==> src/rtl/multiword_comparator_pkg.sv <==
// Shared definitions for the multi-word comparator: relation-mode codes,
// FSM state encoding and the final relation-selection helper.
package multiword_comparator_pkg;

    // Relation selected by the mode input
    localparam logic [1:0] MODE_DIFF    = 2'b00;
    localparam logic [1:0] MODE_EQUAL   = 2'b01;
    localparam logic [1:0] MODE_LESS    = 2'b10;
    localparam logic [1:0] MODE_GREATER = 2'b11;

    // Frame sequencing states
    typedef enum logic [1:0] {
        IDLE = 2'b00,
        RUN  = 2'b01,
        DONE = 2'b10
    } state_t;

    // Turns the frame accumulators into the single-bit answer for a mode.
    // LESS/GREATER need a latched decision: identical frames are neither.
    function automatic logic relation_result(
        input logic [1:0] sel_mode,
        input logic       eq_acc,
        input logic       decided,
        input logic       lt
    );
        logic res;
        res = 1'b0;
        case (sel_mode)
            MODE_DIFF:    res = ~eq_acc;
            MODE_EQUAL:   res = eq_acc;
            MODE_LESS:    res = decided & lt;
            MODE_GREATER: res = decided & ~lt;
            default:      res = 1'b0;
        endcase
        return res;
    endfunction

endpackage

==> src/rtl/multiword_comparator_word_cmp.sv <==
// Single-word unsigned comparator: equality and less-than for one x/y pair.
module word_cmp #(
    parameter int WIDTH = 8
) (
    input  logic [WIDTH-1:0] i_x,
    input  logic [WIDTH-1:0] i_y,
    output logic             o_eq,
    output logic             o_lt
);

    // Pure combinational relation of the current word pair
    always_comb begin
        o_eq = (i_x == i_y);
        o_lt = (i_x < i_y);
    end

endmodule

==> src/rtl/multiword_comparator.sv <==
// Sequential wide comparator: consumes a frame of x/y word pairs (MSW first)
// and reports DIFF/EQUAL/LESS/GREATER once the whole frame is consumed.
// Optional feature macro: MULTIWORD_COMPARATOR_IDX_EN adds the first_idx
// output (index of the first mismatching word, or len if none).
module multiword_comparator
    import multiword_comparator_pkg::*;
#(
    parameter  int WIDTH     = 8,
    parameter  int MAX_WORDS = 16,
    localparam int LEN_W     = $clog2(MAX_WORDS + 1)
) (
    input  logic             clk,
    input  logic             reset,
    input  logic             start,
    input  logic [1:0]       mode,
    input  logic [LEN_W-1:0] len,
    input  logic             in_valid,
    output logic             in_ready,
    input  logic [WIDTH-1:0] x,
    input  logic [WIDTH-1:0] y,
    output logic             busy,
    output logic             done,
    output logic             r
`ifdef MULTIWORD_COMPARATOR_IDX_EN
    ,
    output logic [LEN_W-1:0] first_idx
`endif
);

    localparam logic [LEN_W-1:0] MAX_LEN = LEN_W'(MAX_WORDS);
    localparam logic [LEN_W-1:0] ONE_LEN = LEN_W'(1);

    // FSM and frame context
    state_t           r_state;
    state_t           w_state_nxt;
    logic [1:0]       r_mode;
    logic [1:0]       w_mode_nxt;
    logic [LEN_W-1:0] r_len;
    logic [LEN_W-1:0] w_len_nxt;
    logic [LEN_W-1:0] r_cnt;
    logic [LEN_W-1:0] w_cnt_nxt;

    // Accumulators: all-equal so far, first mismatch seen, its direction
    logic             r_eq_acc;
    logic             w_eq_acc_nxt;
    logic             r_decided;
    logic             w_decided_nxt;
    logic             r_lt;
    logic             w_lt_nxt;

    // Registered outputs
    logic             r_in_ready;
    logic             r_busy;
    logic             r_done;
    logic             r_res;
    logic             w_in_ready_nxt;
    logic             w_busy_nxt;
    logic             w_done_nxt;
    logic             w_res_nxt;

    // Derived per-cycle values
    logic [LEN_W-1:0] w_len_sat;
    logic [LEN_W-1:0] w_cnt_inc;
    logic             w_handshake;
    logic             w_word_eq;
    logic             w_word_lt;

`ifdef MULTIWORD_COMPARATOR_IDX_EN
    logic [LEN_W-1:0] r_mm_idx;
    logic [LEN_W-1:0] w_mm_idx_nxt;
    logic [LEN_W-1:0] r_first_idx;
    logic [LEN_W-1:0] w_first_idx_nxt;
`endif

    word_cmp #(
        .WIDTH (WIDTH)
    ) u_word_cmp (
        .i_x  (x),
        .i_y  (y),
        .o_eq (w_word_eq),
        .o_lt (w_word_lt)
    );

    // Length clamp, counter increment and handshake qualification
    always_comb begin
        if (len > MAX_LEN) begin
            w_len_sat = MAX_LEN;
        end else begin
            w_len_sat = len;
        end
        w_cnt_inc   = r_cnt + ONE_LEN;
        // in_ready is high exactly in RUN, so this ignores in_valid elsewhere
        w_handshake = r_in_ready & in_valid;
    end

    // Next-state and next-datapath logic; every value holds by default
    always_comb begin
        w_state_nxt   = r_state;
        w_mode_nxt    = r_mode;
        w_len_nxt     = r_len;
        w_cnt_nxt     = r_cnt;
        w_eq_acc_nxt  = r_eq_acc;
        w_decided_nxt = r_decided;
        w_lt_nxt      = r_lt;
`ifdef MULTIWORD_COMPARATOR_IDX_EN
        w_mm_idx_nxt  = r_mm_idx;
`endif
        case (r_state)
            IDLE: begin
                if (start) begin
                    w_mode_nxt    = mode;
                    w_len_nxt     = w_len_sat;
                    w_cnt_nxt     = {LEN_W{1'b0}};
                    w_eq_acc_nxt  = 1'b1;
                    w_decided_nxt = 1'b0;
                    w_lt_nxt      = 1'b0;
`ifdef MULTIWORD_COMPARATOR_IDX_EN
                    // A frame without a mismatch reports its own length
                    w_mm_idx_nxt  = w_len_sat;
`endif
                    if (w_len_sat == {LEN_W{1'b0}}) begin
                        w_state_nxt = DONE;
                    end else begin
                        w_state_nxt = RUN;
                    end
                end else begin
                    w_state_nxt = IDLE;
                end
            end
            RUN: begin
                if (w_handshake) begin
                    w_eq_acc_nxt = r_eq_acc & w_word_eq;
                    // Only the most significant differing word decides order
                    if (!r_decided && !w_word_eq) begin
                        w_decided_nxt = 1'b1;
                        w_lt_nxt      = w_word_lt;
`ifdef MULTIWORD_COMPARATOR_IDX_EN
                        w_mm_idx_nxt  = r_cnt;
`endif
                    end else begin
                        w_decided_nxt = r_decided;
                    end
                    w_cnt_nxt = w_cnt_inc;
                    if (w_cnt_inc == r_len) begin
                        w_state_nxt = DONE;
                    end else begin
                        w_state_nxt = RUN;
                    end
                end else begin
                    w_state_nxt = RUN;
                end
            end
            DONE: begin
                w_state_nxt = IDLE;
            end
            default: begin
                w_state_nxt = IDLE;
            end
        endcase
    end

    // Output values for the coming cycle, derived from the next state so the
    // registered outputs line up with the state they describe
    always_comb begin
        w_in_ready_nxt = (w_state_nxt == RUN);
        w_busy_nxt     = (w_state_nxt == RUN) || (w_state_nxt == DONE);
        w_done_nxt     = (w_state_nxt == DONE);
        if (w_state_nxt == DONE) begin
            w_res_nxt = relation_result(w_mode_nxt, w_eq_acc_nxt,
                                        w_decided_nxt, w_lt_nxt);
        end else begin
            w_res_nxt = r_res;
        end
`ifdef MULTIWORD_COMPARATOR_IDX_EN
        if (w_state_nxt == DONE) begin
            w_first_idx_nxt = w_mm_idx_nxt;
        end else begin
            w_first_idx_nxt = r_first_idx;
        end
`endif
    end

    // FSM state register
    always_ff @(posedge clk) begin
        if (reset) begin
            r_state <= IDLE;
        end else begin
            r_state <= w_state_nxt;
        end
    end

    // Frame context and accumulator registers
    always_ff @(posedge clk) begin
        if (reset) begin
            r_mode    <= MODE_DIFF;
            r_len     <= {LEN_W{1'b0}};
            r_cnt     <= {LEN_W{1'b0}};
            r_eq_acc  <= 1'b1;
            r_decided <= 1'b0;
            r_lt      <= 1'b0;
`ifdef MULTIWORD_COMPARATOR_IDX_EN
            r_mm_idx  <= {LEN_W{1'b0}};
`endif
        end else begin
            r_mode    <= w_mode_nxt;
            r_len     <= w_len_nxt;
            r_cnt     <= w_cnt_nxt;
            r_eq_acc  <= w_eq_acc_nxt;
            r_decided <= w_decided_nxt;
            r_lt      <= w_lt_nxt;
`ifdef MULTIWORD_COMPARATOR_IDX_EN
            r_mm_idx  <= w_mm_idx_nxt;
`endif
        end
    end

    // Registered outputs; r (and first_idx) only change on entry to DONE
    always_ff @(posedge clk) begin
        if (reset) begin
            r_in_ready  <= 1'b0;
            r_busy      <= 1'b0;
            r_done      <= 1'b0;
            r_res       <= 1'b0;
`ifdef MULTIWORD_COMPARATOR_IDX_EN
            r_first_idx <= {LEN_W{1'b0}};
`endif
        end else begin
            r_in_ready  <= w_in_ready_nxt;
            r_busy      <= w_busy_nxt;
            r_done      <= w_done_nxt;
            r_res       <= w_res_nxt;
`ifdef MULTIWORD_COMPARATOR_IDX_EN
            r_first_idx <= w_first_idx_nxt;
`endif
        end
    end

    assign in_ready  = r_in_ready;
    assign busy      = r_busy;
    assign done      = r_done;
    assign r         = r_res;
`ifdef MULTIWORD_COMPARATOR_IDX_EN
    assign first_idx = r_first_idx;
`endif

endmodule

==> config.mk <==
export PLATFORM = sky130hd
export DESIGN_NAME = multiword_comparator
export DESIGN_NICKNAME = d
export VERILOG_FILES = /design/src/rtl/multiword_comparator_pkg.sv /design/src/rtl/multiword_comparator_word_cmp.sv /design/src/rtl/multiword_comparator.sv
export SDC_FILE = /design/constraint.sdc
export NUM_CORES = 1
export LEC_CHECK = 0
export CORE_MARGIN = 2
export CORE_UTILIZATION = 44
export DETAILED_ROUTE_END_ITERATION = 8
export PLACE_DENSITY = 0.77
export REMOVE_ABC_BUFFERS = 1
export SLEW_MARGIN = 40
export SYNTH_ARGS = -nofsm -noshare
export SYNTH_HDL_FRONTEND = slang
export SYNTH_SLANG_ARGS = --single-unit
==> constraint.sdc <==
create_clock -name clk -period 2.2 [get_ports clk]
set_input_delay 0.33 -clock clk [delete_from_list [all_inputs] [get_ports clk]]
set_output_delay 0.33 -clock clk [all_outputs]
set_load 0.01 [all_outputs]
==> metrics.txt, run 1 <==
Fin. Hold Viols=0; Synth top area share=33.3%; Fillers=204; Root Driver=clkbuf_4; Worst Tran Pin Value=0.385 ns; Worst Skew=0.0105 ns; r2r setup slk=roughly 0.052 ns; Post-synth EDFFs=0; mapped cell area=0.00126 mm²; first-iteration detailed-routing DRC count=41; Setup CP Type=reg2reg; outcome=completed; Post-CTS Hold Fix Bufs=0; count of cell types in the netlist=40; hold depth=2; Switching Fraction=28.0%; RSZ-0062 raised after global routing=true; drt wl/cell=14.1 µm; min-delay src=r_len[2]$_SDFFE_PP0P_; largest net degree at the start of global routing=22; CTS H-Tree Depth=1; Buffers on Ports=30; Setup crit start kind=flip-flop; synth top area cells=dfxtp_1 (33%), ha_1 (11%), a21oi_1 (4.8%), nor2_1 (4.2%), a22oi_1 (3.6%); Die Y-Extent=about 58 µm; CP Data Required Time=between 2 and 2.5 ns; Num Clock Sinks=21; Post-DP Area=roughly 0.0017 mm²; RR Startpoint=r_cnt[2]$_SDFFE_PP0P_; ant diodes=0; DP HPWL=2430 µm; worst-path cell chain=nand3_1 > xnor2_1 > nor3_2 > and3_4 > a22oi_2 > inv_1 > ha_2 > buf_6 > nor2b_4 > a31oi_1 > o21ai_1; Core ar.=0.00273 mm²; max cap viols=0; Via density=5.39; nets@finish=243; vias in the first global route=~1300; worst hold path type=reg2reg; Total Wirelength=3330 µm; Pint=0.583 mW; Max-slew headroom=73.6%; FF+latch count, synth=21; Worst EP arrival=2.36 ns; Seq/Total Area, Yosys=between 30% and 40%; Syn Area/Cell=8.31 µm²; Peak VDD IR=between 0.0004 and 0.0005 V; DR vias=~1300; Die ar.=0.00332 mm²; Synth area leader=dfxtp_1; static leakage=slightly below 0.8 nW; Non-Filler Cell Area, Final=0.00188 mm²; CP max stage delay=0.46 ns; gr usage total=between 10% and 20%; max-slew violations=0; Chip Width=57.6 µm; first-pass GRT wire length=5300 µm; # DRC=0; grt ovf=0; fin crit period=2.15 ns; logic gate share of total power=25.5%; Num CTS Buffers=3; asr flop ratio synth=0%; slowest cell on the critical path=dfxtp_1; Clock power frac=23.8%; reg2reg path depth=11; power density over the cells=roughly 430 mW/mm²; CTS tree=done; initial antenna violation count=0; Syn Inst Count=152; sequential power share=50.6%; TritonRoute pass-1 iters=4; share of layout cells above drive strength 1=22.1%; Reg clk slew, reported paths=0.12 ns; Final setup violation count=0; Synth-to-Final Area Change=48.6%; Hold Slack=0.477 ns; Row Count=19; Routability Congestion=0.788; Power Total=0.809 mW; ys flop type=dfxtp_1; ANT nets after route=0; f_max=466 MHz; critical path peak fanout=5; P_sw=0.227 mW; Reg-to-Reg End=r$_SDFFE_PP0P_; final worst-path cycle share=97.6%; Yosys warnings=0; initial core utilization=46.2%; Hold EP=r_len[2]$_SDFFE_PP0P_; Ports=31; clk_lat worst skew=0.32 ns; Max Root-Sink Buffers=2; CP endpoint kind=flip-flop
[repair_timing]
item,CTS,global route
pin swaps,2,9
buffers inserted,1,4
gates resized for setup,7,12
gates cloned,0,0
setup endpoints to repair,1,1
endpoints found under the hold margin,0,0
[area by class of cell]
type	count	area, µm²	area share, %
timing repair buffer	53	477	25.4
clock buffer	4	26.3	1.40
multi-input combinational	115	872	46.4
sequential	21	423	22.5
inverter	11	41.3	2.20
tap	31	38.8	2.07
[cells in the final DEF, fill, tap and decap left out, types with 2 or more instances in the layout]
cell type and n:
ha_1 9, and2_1 2, nor3_1 5, a21oi_1 12
xnor2_2 2, a22oi_2 2, nand3_1 4, a22oi_1 4
and2b_1 2, nor2_1 14, clkdlybuf4s50_1 30, xnor2_1 2
nand4_1 2, nor2b_1 2, clkbuf_4 3, mux2i_1 2
o2111ai_1 2, o21ai_0 4, dfxtp_2 2, nand3b_1 5
inv_1 11, dfxtp_1 19, buf_4 22, xor2_1 5
nand2_1 10
[worst max path at each step]
stage	start	to	slack, ns
finish	r_cnt[2]$_SDFFE_PP0P_	r$_SDFFE_PP0P_	0.05
global route	r_cnt[2]$_SDFFE_PP0P_	r$_SDFFE_PP0P_	-0.07
CTS	r_cnt[0]$_SDFFE_PP0P_	r$_SDFFE_PP0P_	0.01
detailed placement	y[5]	r$_SDFFE_PP0P_	-0.15
global placement	y[5]	r$_SDFFE_PP0P_	-0.09
floorplan	r_cnt[0]$_SDFFE_PP0P_	r$_SDFFE_PP0P_	0.09
[power by group through the flow]
stage,sequential (mW),clock (mW),combinational (mW)
after floorplan,0.415,0,0.0862
after CTS,0.408,0.188,0.199
after global placement,0.416,0,0.188
after global routing,0.412,0.211,0.226
final,0.410,0.193,0.207
after detailed placement,0.417,0,0.194
[cells by family after synthesis]
family | after synthesis | share of synthesized area [%]
buffers and inverters | 16 | 5.15
AOI/OAI and AO/OA | 32 | 16.4
muxes | 2 | 1.58
and+or+nand+nor | 60 | 25.7
adders and majority gates | 11 | 10.9
xor gates and xnor gates | 10 | 6.93
DFF | 21 | 33.3
[cell usage after synthesis, types with 2 or more instances]
library cell / n
xnor2_1: 5
nand2_1: 10
nor2b_1: 3
mux2i_1: 2
clkbuf_1: 3
and2_1: 2
nand3b_1: 5
inv_1: 11
xor2_1: 5
nand3_1: 6
dfxtp_1: 21
nor2_1: 14
nor3_1: 6
and2b_1: 2
a21oi_1: 12
o2111ai_1: 2
ha_1: 11
o21ai_0: 4
nand4_1: 2
a22oi_1: 6
[stage by stage]
step | utilization, % | setup TNS [ns] | instances | setup WS (ns)
finish | 68.7 | 0 | 235 | 0.0524
global route | 68.7 | -0.0729 | 235 | -0.0729
CTS | 64.9 | 0 | 231 | 0.0148
detailed placement | 62.7 | -0.172 | 226 | -0.153
global placement | 62.7 | -0.0864 | 226 | -0.0864
floorplan | - | 0 | 147 | 0.0864
[sequential cells by signal, indices dropped and copies added (netlist names)]
register / count
r_len: 5
r_cnt: 5
r_lt: 1
r: 1
r_eq_acc: 1
r_decided: 1
busy: 1
done: 1
in_ready: 1
r_state: 2
r_mode: 2
[worst max-delay path: cells and delay by family (launching register included)]
kind / cells / cell delay [ns]
AOI/OAI and AO/OA: 3 / 0.39
xor gates and xnor gates: 1 / 0.25
adders and majority gates: 1 / 0.19
buffers and inverters: 2 / 0.18
DFF: 1 / 0.46
and+or+nand+nor: 4 / 0.56
[routing by layer]
layer | up-vias | routed length, µm | GRT usage, %
met5 | - | 0 | 0
met1 | 581 | 1410 | 23.5
met4 | 0 | 63 | 7.64
met3 | 6 | 165 | 2.95
met2 | 43 | 1680 | 36.2
li1 | 637 | - | -
Power figures use the tool's default switching activity.
==> run 2: changes to the inputs <==
--- a/config.mk
+++ b/config.mk
@@ -5,10 +5,10 @@
 export SDC_FILE = /design/constraint.sdc
 export NUM_CORES = 1
 export LEC_CHECK = 0
-export CORE_MARGIN = 2
+export CORE_ASPECT_RATIO = 0.9
 export CORE_UTILIZATION = 44
 export DETAILED_ROUTE_END_ITERATION = 8
-export PLACE_DENSITY = 0.77
+export PLACE_DENSITY = 0.75
 export REMOVE_ABC_BUFFERS = 1
 export SLEW_MARGIN = 40
 export SYNTH_ARGS = -nofsm -noshare
==> metrics.txt, run 2 (synthesis results as in run 1) <==
outcome=completed; Routability Congestion=0.800 (+1.5%); most frequent cells in the layout=clkdlybuf4s50_1 (30), buf_4 (22), dfxtp_1 (18), nor2_1 (14), a21oi_1 (12); Final setup violation count=0 (unchanged); commonest non-fill, non-tap cell in the layout=clkdlybuf4s50_1; Crit. path cell count=12 (+1); initial core utilization=46.4% (+0.15 points); Max-slew headroom=77.2% (+3.6 points); DR vias=1290 (+1.8%); Synth-to-Final Area Change=49.4%; final worst-path cycle share=99.5% (+1.9 points); hold depth=2 (unchanged); sequential power share=50.3% (-0.3 points); Via density=5.29 (-1.9%); CP endpoint kind=flip-flop; Core ar.=0.00273 mm² (-0.32%); first-iteration detailed-routing DRC count=36 (-12%); Reg area=424 µm² (+0.30%); Post-CTS Hold Fix Bufs=0 (unchanged); worst-path cell chain=ha_4 > nand3_4 > xnor2_4 > xnor2_2 > and3_4 > a22oi_2 > inv_2 > ha_4 > buf_6 > nor2b_4 > a31oi_1 > o21ai_1; reg2reg path depth=12 (+1); Fillers=225 (+10%); max cap viols=0 (unchanged); CP Data Required Time=2.42 ns (about the same); CP most frequent cell=ha_4; logic gate share of total power=25.9% (+0.4 points); CP Buf/Inv Count=2 (unchanged); # DRC=0 (unchanged); Reg clk slew, reported paths=0.12 ns (about the same); Switching Fraction=28.1% (+0.095 points); clk_lat worst skew=0.32 ns (about the same); fin util=69.3% (+0.59 points); drt wl/cell=13.6 µm (-3.8%); Ports=31 (unchanged); TritonRoute pass-1 iters=4 (unchanged); Row Count=18 (-1); grt ovf=0 (unchanged); Root Driver=clkbuf_4; Post-DP Area=0.00176 mm² (+2.4%); initial antenna violation count=0 (unchanged); Fin. Hold Viols=0 (unchanged); Pint=0.585 mW (+0.35%); Setup crit start kind=flip-flop; Num Clock Sinks=21 (unchanged); Setup CP Type=reg2reg; power density over the cells=431 mW/mm² (about the same); Clock power frac=23.8% (about the same); ANT nets after route=0 (unchanged); slowest cell on the critical path=dfxtp_2; Largest regs=r_cnt: 5 flops, r_len: 5 flops; Non-Filler Cell Area, Final=0.00189 mm² (+0.53%); RSZ-0062 raised after global routing=true; Worst Skew=0.0126 ns (+0.00211 ns); P_sw=0.228 mW (+0.83%); ant diodes=0 (unchanged); DP HPWL=2420 µm (-0.31%); CP max stage delay=0.37 ns (-0.09 ns); share of layout cells above drive strength 1=22.1% (unchanged); f_max=457 MHz (-1.9%); critical path peak fanout=2 (-3); Die ar.=0.00309 mm² (-6.8%); nets@finish=243 (unchanged); vias in the first global route=1179 (-6.7%); worst hold path type=reg2reg; Max Root-Sink Buffers=2 (unchanged); Worst Tran Pin Value=0.341 ns (-0.0438 ns); delay-heaviest family, CP=compound AO/OA/AOI/OAI gates; CTS tree=done; fin crit period=2.19 ns (+0.0410 ns); area occupied by multi-input gates=870 µm² (-0.29%); max-slew violations=0 (unchanged); Die Y-Extent=52.8 µm (-8.2%); Chip Width=58.5 µm (+1.6%); Peak VDD IR=0.000286 V (-38%); Worst EP arrival=2.41 ns (+0.05 ns); first-pass GRT wire length=4960 µm (-6.4%); gr usage total=21.2% (+1.2 points); Num CTS Buffers=3 (unchanged); static leakage=0.773 nW (-0.50%); Total Wirelength=3320 µm (-0.15%); CTS H-Tree Depth=1 (unchanged); Buffers on Ports=30 (unchanged); largest net degree at the start of global routing=22 (unchanged)
run 2: path summary, 6_finish.rpt:
| check | from | end | slack (ns) |
|---|---|---|---|
| setup / recovery | r_cnt[1]$_SDFFE_PP0P_ | r$_SDFFE_PP0P_ | 0.01 |
| hold / removal | r_len[2]$_SDFFE_PP0P_ | r_len[2]$_SDFFE_PP0P_ | 0.48 |
| setup reg to reg | r_cnt[1]$_SDFFE_PP0P_ | r$_SDFFE_PP0P_ | 0.01 |
| hold reg to reg | r_len[2]$_SDFFE_PP0P_ | r_len[2]$_SDFFE_PP0P_ | 0.48 |
run 2: worst register-to-register path, stage by stage, from the launching register on:
cell     delay, ns
dfxtp_2       0.37
ha_4          0.16
nand3_4       0.10
xnor2_4       0.17
xnor2_2       0.16
and3_4        0.20
a22oi_2       0.23
inv_2         0.08
ha_4          0.17
buf_6         0.11
nor2b_4       0.11
a31oi_1       0.17
o21ai_1       0.08
run 2: what timing repair did:
| action | CTS | global route |
|---|---|---|
| resized for setup | 6 | 14 |
| setup endpoints to repair | 1 | 1 |
| buffers inserted | 0 | 1 |
| cloned | 0 | 0 |
| pin swaps | 0 | 6 |
run 2: through the flow:
| step | worst slack [ns] | hold slack, ns | cells | total power, mW | setup TNS (ns) |
|---|---|---|---|---|---|
| after floorplan | 0.0864 | 0.397 | 147 | 0.502 | 0 |
| after CTS | 0.0201 | 0.476 | 243 | 0.803 | 0 |
| after global routing | -0.0642 | 0.510 | 244 | 0.850 | -0.0642 |
| after global placement | -0.0799 | 0.453 | 239 | 0.609 | -0.0799 |
| after detailed placement | -0.146 | 0.461 | 239 | 0.617 | -0.199 |
| final | 0.0114 | 0.477 | 244 | 0.813 | 0 |
run 2: area by class of cell:
cell class | count | share of cell area [%]
multi-input cells | 115 | 46.1
repair buffers | 53 | 25.2
flip-flops and latches | 21 | 22.5
well taps | 40 | 2.65
inverters | 11 | 2.19
clock buffers | 4 | 1.39
run 2: routing by layer:
layer,global-route usage (%),wire length (µm),vias to the layer above
met5,0,0,-
li1,-,-,642
met1,25.5,1480,601
met3,2.72,168,8
met4,7.14,45,0
met2,38.7,1630,39
run 2: power groups by stage:
stage	sequential (mW)	clock, mW	combinational (mW)
floorplan	0.415	0	0.0862
global placement	0.415	0	0.193
detailed placement	0.416	0	0.201
CTS	0.407	0.191	0.205
global route	0.411	0.207	0.233
finish	0.409	0.193	0.211
==> run 3: changes to the inputs <==
--- a/config.mk
+++ b/config.mk
@@ -8,6 +8,8 @@
 export CORE_ASPECT_RATIO = 0.9
 export CORE_UTILIZATION = 44
 export DETAILED_ROUTE_END_ITERATION = 8
+export GPL_TIMING_DRIVEN = 0
+export HOLD_SLACK_MARGIN = 0.12
 export PLACE_DENSITY = 0.75
 export REMOVE_ABC_BUFFERS = 1
 export SLEW_MARGIN = 40
==> metrics.txt, run 3 (synthesis results as in run 1) <==
share of layout cells above drive strength 1=17.6% (-4.5 points); max-slew violations=0 (unchanged); most frequent cells in the layout=clkdlybuf4s50_1 (30), dfxtp_1 (17), nor2_1 (14), a21oi_1 (12); Non-Filler Instances=228 (-6.6%); Chip Width=58.5 µm (unchanged); fin util=65.7% (-3.6 points); Hold Slack=0.484 ns (+0.00635 ns); initial core utilization=46.4% (unchanged); Num CTS Buffers=3 (unchanged); Reg-to-Reg End=r$_SDFFE_PP0P_; Post-CTS Hold Fix Bufs=0 (unchanged); static leakage=0.703 nW (-9.0%); DP Worst Slack=-0.507 ns (-0.361 ns); Largest regs=r_cnt: 5 flops, r_len: 5 flops; Buffers on Ports=30 (unchanged); Worst Tran Pin Value=0.834 ns (+0.492 ns); Fin. Hold Viols=0 (unchanged); Via density=5.27 (-0.28%); ant diodes=0 (unchanged); DR vias=1202 (-6.8%); critical path peak fanout=3 (+1); Post-DP Area=0.00159 mm² (-9.4%); nets@finish=227 (-6.6%); power density over the cells=443 mW/mm² (+3.0%); Num Clock Sinks=21 (unchanged); r2r setup slk=0.04 ns (+0.03 ns); ANT nets after route=0 (unchanged); crit path from=r_cnt[1]$_SDFFE_PP0P_; largest net degree at the start of global routing=23 (+4.5%); # DRC=0 (unchanged); outcome=completed; gr usage total=20.3% (-0.84 points); Row Count=18 (unchanged); Core ar.=0.00273 mm² (unchanged); Setup crit start kind=flip-flop; Die Y-Extent=52.8 µm (unchanged); Worst Skew=0.00503 ns (-0.00761 ns); setup_tns=0 ns (unchanged); CTS H-Tree Depth=1 (unchanged); drt wl/cell=13.3 µm (-2.2%); first-iteration detailed-routing DRC count=21 (-42%); reg2reg path depth=9 (-3); Die ar.=0.00309 mm² (unchanged); fin crit period=2.16 ns (-0.0251 ns); CTS tree=done; CP endpoint kind=flip-flop; Root Driver=clkbuf_4; first-pass GRT wire length=4730 µm (-4.6%); Max Root-Sink Buffers=2 (unchanged); CP Data Required Time=2.46 ns (+0.04 ns); worst hold path type=reg2reg; Reg clk slew, reported paths=0.12 ns (about the same); Total Wirelength=3030 µm (-8.6%); crit path to=r$_SDFFE_PP0P_; commonest non-fill, non-tap cell in the layout=clkdlybuf4s50_1; initial antenna violation count=0 (unchanged); vias in the first global route=1130 (-4.2%); DP HPWL=2110 µm (-13%); Fillers=237 (+5.3%); TritonRoute pass-1 iters=4 (unchanged); grt ovf=0 (unchanged); PnR worst setup slack=0.0364 ns (+0.0251 ns); Final setup violation count=0 (unchanged); Worst EP arrival=2.42 ns (about the same); Routability Congestion=0.845 (+5.7%); final worst-path cycle share=98.3% (-1.1 points); Setup CP Type=reg2reg; Synth-to-Final Area Change=41.6%; Power Total=0.793 mW (-2.4%); max cap viols=0 (unchanged); Max-slew headroom=44.3% (-33 points); f_max=462 MHz (+1.2%); clk_lat worst skew=0.31 ns (about the same); placed insts=217 (-9.2%); Ports=31 (unchanged); RSZ-0062 raised after global routing=true; Non-Filler Cell Area, Final=0.00179 mm² (-5.2%); RR Startpoint=r_cnt[1]$_SDFFE_PP0P_; Peak VDD IR=0.000374 V (+31%)
-- run 3: changes by cell type in the layout (fill, tap and decap cells not counted), sizes merged --
cell / change
buf: -16
-- run 3: worst min-delay path by stage --
| stage | from | to | cells after the start |
|---|---|---|---|
| after global routing | r_len[0]$_SDFFE_PP0P_ | r_len[0]$_SDFFE_PP0P_ | 2 |
| final | r_len[0]$_SDFFE_PP0P_ | r_len[0]$_SDFFE_PP0P_ | 2 |
| after detailed placement | r_len[4]$_SDFFE_PP0P_ | r_len[4]$_SDFFE_PP0P_ | 2 |
| after CTS | r_len[1]$_SDFFE_PP0P_ | r_len[1]$_SDFFE_PP0P_ | 2 |
| after floorplan | reset | busy$_SDFF_PP0_ | 1 |
| after global placement | r_len[1]$_SDFFE_PP0P_ | r_len[1]$_SDFFE_PP0P_ | 2 |
-- run 3: worst max-delay path: stages (launching register included) --
cell and delay, ns:
dfxtp_2 0.36, ha_4 0.24, xor2_1 0.15, nor3_2 0.25, nand3_2 0.12, a22oi_2 0.28, ha_4 0.19, o2111ai_2 0.09
a311o_1 0.33, o21ai_1 0.12
-- run 3: cell type report --
type,count,area [µm²],area share [%]
Tap cell,40,50.0,2.80
Timing Repair Buffer,37,353,19.7
Inverter,11,41.3,2.31
Multi-Input combinational cell,115,891,49.8
Clock buffer,4,26.3,1.47
Sequential cell,21,428,23.9
-- run 3: where the power goes --
group | internal, mW | leakage, nW | switching [mW] | total, mW
clock | 0.0710 | 0.0150 | 0.124 | 0.195
sequential | 0.394 | 0.173 | 0.0140 | 0.408
combinational | 0.102 | 0.515 | 0.0882 | 0.190
-- run 3: timing repair --
action,in CTS,in global routing
buffers inserted,3,4
setup endpoints to repair,1,2
gates resized for setup,10,14
pin swaps,2,10
-- run 3: per-layer routing --
| metal | global-route usage (%) | up-vias | part of all wire [%] |
|---|---|---|---|
| li1 | - | 607 | - |
| met1 | 24.1 | 555 | 45 |
| met2 | 34.5 | 34 | 47 |
| met3 | 4.44 | 6 | 5.3 |
| met4 | 10.7 | 0 | 2.6 |
| met5 | 0 | - | 0 |
==> patch (flow settings as in run 2) <==
Build with the macro `MULTIWORD_COMPARATOR_IDX_EN` defined.
--- a/src/rtl/multiword_comparator.sv
+++ b/src/rtl/multiword_comparator.sv
@@ -2,6 +2,8 @@
 // and reports DIFF/EQUAL/LESS/GREATER once the whole frame is consumed.
 // Optional feature macro: MULTIWORD_COMPARATOR_IDX_EN adds the first_idx
 // output (index of the first mismatching word, or len if none).
+`define MULTIWORD_COMPARATOR_IDX_EN
+
 module multiword_comparator
     import multiword_comparator_pkg::*;
 #(
Check against the original RTL (old outputs only; new: first_idx): equivalent (equiv_simple and equiv_induct, registers matched by name and starting in step).
==> patch against run 2 <==
- the run now ends with negative setup slack left
- via count increased by 24%
- count of clock-buffer cells in the layout is 2 higher
- worst setup slack got worse by 45 ps
- combinational power increased by 27%
- sequential cell count up 10
- total power rose by 63%
- wire length grew 32%
- area after synthesis up 29%
- cell area grew 37%
- critical path depth fell by 1
- core utilization grew 5.4 points
- first-iteration DRC count rose by 97%
==> patch: results (changes against run 2) <==
| Metric | Value |
|---|---|
| Hold Crit Class | in -> reg (was reg -> reg) |
| Area fraction in compound gates after synthesis | 19.7% (was 16.4%) |
| Total GRT Usage | 24.2% (was 21.2%) |
| Detailed Routing Iterations Pass 1 | 6 (was 4) |
| Skew-Pair Late Insertion Delay | 290 ps (was 320 ps) |
| Final WL | 4390 um (was 3320 um) |
| Clock Skews | 5.17 ps (was 12.6 ps) |
| Failing checks | negative setup slack |
| Worst VDD drop | 507 uV (was 286 uV) |
| Post-synth cell types | 44 (was 40) |
| # H-tree levels | 2 (was 1) |
| Post-synthesis sequential area ratio | 38.2% (was 33.3%) |
| Mux contribution to synthesized area | 2.70% (was 1.58%) |
| Synth top area cells | dfxtp_1 (38%), ha_1 (8.5%), nor2_1 (6.5%) (was dfxtp_1 (33%), ha_1 (11%), a21oi_1 (4.8%)) |
| Wire length on met3 | 209 um (was 168 um) |
| WL met1 | 1950 um (was 1480 um) |
| XOR/XNOR Fraction of Synth Area | 3.24% (was 6.93%) |
| Clock buffer count from CTS | 5 (was 3) |
| Worst setup margin | -34.0 ps (was 11.4 ps) |
| Commonest cells in the netlist | dfxtp_1 (31), nor2_1 (28), ha_1 (11) (was dfxtp_1 (21), nor2_1 (14), a21oi_1 (12)) |
| DP HPWL | 2890 um (was 2420 um) |
| Layout cells sized above 1 | 30.1% (was 22.1%) |
| Nets@finish | 294 (was 243) |
| M2 GR Usage | 39.2% (was 38.7%) |
| DR iter-0 viols | 71 (was 36) |
| Worst Path Max Fanout | 3 (was 2) |
| Initial antenna violation count | 0 (unchanged) |
| Clk slew on worst S/H paths | 60 ps (was 120 ps) |
| Largest net degree at the start of global routing | 19 (was 22) |
| Root Driver | clkbuf_8 (was clkbuf_4) |
| Port Buffer Count | 35 (was 30) |
| M3 GR Usage | 4.81% (was 2.72%) |
| First-pass GRT wire length | 6980 um (was 4960 um) |
| Final GP Congestion | 0.829 (was 0.800) |
| Leak | 0.00111 uW (was 0.000773 uW) |
| Status | complete, but fails checks (was complete, no violations) |
| Setup violators final | 1 (was 0) |
| Synth Area in Adders | 8.47% (was 10.9%) |
| YS warnings | 0 (unchanged) |
[patch: cell types whose count changed in the layout (fill, tap and decap cells not counted), moves of 6 or more]
cell / delta
clkbuf_8: +6
dfxtp_1: +10
dlymetal6s2s_1: +8
buf_4: +8
nor2_1: +12
clkdlybuf4s50_1: -14
dlygate4sd2_1: +11
[patch: power by group]
part | total, uW | switching, uW | internal (uW)
Sequential | 594 | 13.6 | 580
Combinational | 268 | 125 | 143
Clock | 461 | 216 | 245
[patch: worst min-delay path: stages]
cell and delay [ps]:
dlymetal6s2s_1 100, buf_4 120, a22oi_1 50, nor2_1 80
[patch: stage by stage]
| stage | worst slack [ps] | TNS [ps] | std cells | cell area (um^2) |
|---|---|---|---|---|
| 4_1_cts | -2.09 | -3.05 | 296 | 2470 |
| 5_1_grt | -106 | -483 | 300 | 2580 |
| 6_report | -34.0 | -34.0 | 300 | 2580 |
| 2_1_floorplan | -108 | -108 | 179 | 1600 |
| 3_5_place_dp | -533 | -4810 | 286 | 2220 |
| 3_3_place_gp | -479 | -4310 | 286 | 2220 |
[patch: path summary, 6_finish.rpt]
kind | slack (ps) | to | start | depth (start not counted)
worst max-delay path | -30 | r | r_cnt[1] | 11
worst min-delay path | 430 | r_len[3] | len[3] | 4
worst max register to register | -30 | r | r_cnt[1] | 11
worst min register to register | 470 | r_len[4] | r_len[4] | 2
[patch: area by class of cell]
cell class	instances	area, um^2
Clock buffer	6	82.6
Clock inverter	1	5.00
Fill cell	239	875
Inverter	9	33.8
Multi-Input combinational cell	139	1130
Sequential cell	31	624
Tap cell	44	55.1
Timing Repair Buffer	70	647
[patch: repair_timing]
item | 4_1_cts | 5_1_grt
gates resized for setup | 45 | 21
endpoints found under the setup margin | 9 | 12
gates cloned | 0 | 1
pin swaps | 21 | 22
buffers inserted | 3 | 3
